File: src/rtl/var_8_3_to_1.sv
// Registered 3-to-1 byte selector for the SPI transmit path.
// Ports: clk, rst_n, in1..in3, load, next, auto_en, sel -> out, idx, last.
module var_8_3_to_1 #(
    parameter int               WIDTH    = 8,
    parameter logic [WIDTH-1:0] IDLE_VAL = '0
) (
    input  logic             clk,
    input  logic             rst_n,
    input  logic [WIDTH-1:0] in1,
    input  logic [WIDTH-1:0] in2,
    input  logic [WIDTH-1:0] in3,
    input  logic             load,
    input  logic             next,
    input  logic             auto_en,
    input  logic [1:0]       sel,
    output logic [WIDTH-1:0] out,
    output logic [1:0]       idx,
    output logic             last
);

    logic [WIDTH-1:0] s1_q, s1_d;
    logic [WIDTH-1:0] s2_q, s2_d;
    logic [WIDTH-1:0] s3_q, s3_d;
    logic [1:0]       ptr_q, ptr_d;
    logic [WIDTH-1:0] out_q, out_d;
    logic [1:0]       idx_q, idx_d;
    logic             last_q, last_d;
    logic [1:0]       code;

    always_comb begin
        s1_d  = s1_q;
        s2_d  = s2_q;
        s3_d  = s3_q;
        ptr_d = ptr_q;
        if (load) begin
            s1_d  = in1;
            s2_d  = in2;
            s3_d  = in3;
            ptr_d = 2'd0;
        end else if (auto_en && next) begin
            // Three-byte frame: wrap after byte 2
            ptr_d = (ptr_q == 2'd2) ? 2'd0 : ptr_q + 2'd1;
        end
    end

    // Selection uses next-state values so a load is visible on the same edge
    always_comb begin
        code   = auto_en ? ptr_d : sel;
        out_d  = IDLE_VAL;
        idx_d  = code;
        last_d = auto_en && (ptr_d == 2'd2);
        unique case (code)
            2'd0:    out_d = s1_d;
            2'd1:    out_d = s2_d;
            2'd2:    out_d = s3_d;
            default: out_d = IDLE_VAL;
        endcase
    end

    always_ff @(posedge clk or negedge rst_n) begin
        if (!rst_n) begin
            s1_q   <= '0;
            s2_q   <= '0;
            s3_q   <= '0;
            ptr_q  <= 2'd0;
            out_q  <= '0;
            idx_q  <= 2'd0;
            last_q <= 1'b0;
        end else begin
            s1_q   <= s1_d;
            s2_q   <= s2_d;
            s3_q   <= s3_d;
            ptr_q  <= ptr_d;
            out_q  <= out_d;
            idx_q  <= idx_d;
            last_q <= last_d;
        end
    end

    assign out  = out_q;
    assign idx  = idx_q;
    assign last = last_q;

endmodule

File: config.mk
export PLATFORM = sky130hd
export DESIGN_NAME = var_8_3_to_1
export DESIGN_NICKNAME = d
export VERILOG_FILES = /design/src/rtl/var_8_3_to_1.sv
export SDC_FILE = /design/constraint.sdc
export NUM_CORES = 1
export LEC_CHECK = 0
export ABC_CLOCK_PERIOD_IN_PS = 1800
export BUFFER_PORTS_ARGS = -buffer_cell sky130_fd_sc_hd__buf_2
export CAP_MARGIN = 0
export CELL_PAD_IN_SITES_DETAIL_PLACEMENT = 0
export CELL_PAD_IN_SITES_GLOBAL_PLACEMENT = 1
export CORE_ASPECT_RATIO = 0.7
export CORE_UTILIZATION = 41
export DETAILED_ROUTE_END_ITERATION = 6
export PLACE_DENSITY_LB_ADDON = 0.1
export SLEW_MARGIN = 20
export SYNTH_ARGS = -nofsm -noshare
export SYNTH_HDL_FRONTEND = slang
export SYNTH_SLANG_ARGS = --single-unit
File: constraint.sdc
create_clock -name clk -period 1.8 [get_ports clk]
set_clock_uncertainty 0.15 [all_clocks]
set_input_delay 0.09 -clock clk [delete_from_list [all_inputs] [get_ports clk]]
set_output_delay 0.09 -clock clk [all_outputs]
set_load 0.1 [all_outputs]
==> results.json <==
{
  "irDropWorstVdd_mv": 0.484,
  "tns_ns": 0,
  "synth_area_leaders": "dfrtp_1, mux2_2, and3b_1",
  "syn_nets": 152,
  "p_sw_uw": 646,
  "gp_congestion": 0.739,
  "cp-end-kind": "register",
  "ys_top_cells_by_count": "dfrtp_1, mux2_2, a21oi_1, and3b_1",
  "clk_pin_slew_ns": 0.07,
  "grt_pass1_wl_um": 5590,
  "ant_nets": 0,
  "synth.cell_area_um2": 1630,
  "synth_cell_types": 21,
  "ys_seq_area_share_pct": 56.8,
  "synthArstFlopShare_pct": 100,
  "remaining_drc_errors": 0,
  "portBuffers": 41,
  "drive_gt1_share_pct": 41.0,
  "met2_length_um": 1530,
  "core_area_um2": 3650,
  "cp-start-kind": "register",
  "grt_antenna_before_repair": 0,
  "hold_path_class": "input pin to register",
  "yosysMostFrequentCell": "dfrtp_1",
  "ctsHtreeMaxLevel": 2,
  "finalPower_uw": 2040,
  "seq_area_um2": 926,
  "p_int_uw": 1400,
  "maxCapViolCount": 0,
  "combPwrFrac_pct": 27.0,
  "fmax_mhz": 582,
  "yosys.area.top_type": "dfrtp_1",
  "cts_made_buffers": 5,
  "place_hpwl_um": 2320,
  "insertion_delay_ns": 0.27,
  "yosys.area.top_type_share_pct": 56.8,
  "cts_sinks": 37,
  "fp.dieW_um": 77.3,
  "critPathKind": "register to register",
  "period_share_pct": 95.5,
  "root_buffer": "clkbuf_8",
  "wl_um": 3340,
  "start_util_pct": 44.7,
  "io_pins": 42,
  "cp_data_required_time_ns": 1.80,
  "status": "finished, final reports clean",
  "synthFlopType": "dfrtp_1",
  "pwr_density_cell_nw_per_um2": 926,
  "power.share.clock_pct": 27.0,
  "die_h_um": 54.7,
  "firstDrtPassIters": 4,
  "grt_pass1_vias": 1129,
  "dr.first_iter.drc_count": 85,
  "cp.arrival_ns": 1.71,
  "avgSynthCellArea_um2": 13.5,
  "layout_min_cycle_time_ns": 1.72,
  "synth_edf_count": 0,
  "vias_per_cell": 4.98,
  "relSlewSlack_pct": 48.3,
  "grt_max_degree": 38,
  "top_layer": "met4",
  "die_area_um2": 4230,
  "cp_max_fo": 9,
  "worst_pin_slew_ns": 0.776,
  "vias": 1186,
  "swShare_pct": 31.6,
  "fill_cells": 318,
  "wire_per_inst_um": 14.0,
  "drt-met1-wl_um": 1660,
  "ys_warn_count": 0,
  "syn_to_final_growth_pct": 35.6,
  "hold_viol": 0,
  "nNetsFinal": 219,
  "synth_cells": 121,
  "setup_viol": 0,
  "cts_tree": "yes",
  "p_seq_share_pct": 46.0,
  "cts_setup_buffers": 0,
  "grt_usage_pct": 17.9,
  "ys_ff_latch": 37,
  "overflow": 0,
  "rsz0062_at_grt": "false",
  "clk_path_buf_depth": 2,
  "multi_input_area_um2": 643,
  "antennaDiodeCount": 0,
  "p_leak_uw": 0.00101,
  "finalMaxSlewViolations": 0,
  "met3_length_um": 136,
  "rows": 18
}
==> worst paths after layout <==
| path | cells after the start | slack, ns | start | to |
|---|---|---|---|---|
| min reg2reg | 1 | 0.34 | s1_q[5] | s1_q[5] |
| max reg2reg | 4 | 0.08 | ptr_q[1] | out[0] |
| min | 4 | 0.05 | next | ptr_q[1] |
| min in group asynchronous | 2 | 0.28 | rst_n | s1_q[0] |
| max in group asynchronous | 2 | 0.72 | rst_n | s2_q[3] |
| max | 4 | 0.08 | ptr_q[1] | out[0] |
==> power by group through the flow <==
stage          clock, uW  combinational, uW  sequential, uW
2_1_floorplan          0                161            1180
3_3_place_gp           0                507             955
3_5_place_dp           0                514             958
4_1_cts              575                557             942
5_1_grt              607                587             949
6_report             553                551             941
==> flip-flops by register name (all words and copies together), names as in the netlist <==
signal / flops
idx: 2
s3_q: 8
ptr_q: 2
s1_q: 8
out: 8
last: 1
s2_q: 8
==> per-stage QoR <==
stage / instances / setup WS (ns) / util (%) / hold slack, ns / instance area (um2)
global placement: 206 / 0.101 / 51.3 / 0.0653 / 1870
detailed placement: 206 / 0.0555 / 51.3 / 0.0730 / 1870
floorplan: 121 / 0.198 / - / -0.356 / 1630
finish: 238 / 0.0808 / 60.5 / 0.0468 / 2210
CTS: 238 / 0.0409 / 60.5 / 0.0145 / 2210
global route: 238 / 0.00413 / 60.5 / 0.0585 / 2210
==> kinds of logic after synthesis <==
kind of cell           count (synthesis)  share of synthesized area [%]
multiplexers                          25                           17.2
AND/OR/NAND/NOR                       23                           9.99
AO/OA/AOI/OAI                         27                           12.2
buffers and inverters                  9                           3.76
flip-flops                            37                           56.8
==> cell type report <==
class	instances	share of cell area, %
multi-input combinational	75	29.1
timing repair buffer	69	22.2
sequential	37	41.9
clock buffer	7	3.91
tap	50	2.83
==> what timing repair did <==
action | CTS | global route
endpoints found under the hold margin | 61 | 0
setup endpoints to repair | 0 | 8
hold buffers | 25 | 0
resized for setup | 0 | 1
==> cells in the final DEF (no fill, tap or decap), drive strengths merged, types with 4 or more instances in the layout <==
cell type,n
buf,44
dfrtp,37
dlygate4sd3,25
mux2,24
a21oi,10
and3b,9
o2111ai,8
o31ai,8
clkbuf,7
nand2,4
nand2b,4
==> worst max-delay path, stage by stage (launching register included) <==
cell	delay [ns]
dfrtp_1	0.43
or3b_1	0.43
a21oi_4	0.14
or2_1	0.31
o31ai_1	0.13
==> routing by layer <==
metal,up-vias,track usage (%)
li1,581,-
met1,574,23.8
met2,29,29.6
met3,2,4.67
met4,0,4.72
met5,-,0
Power figures use the tool's default switching activity.
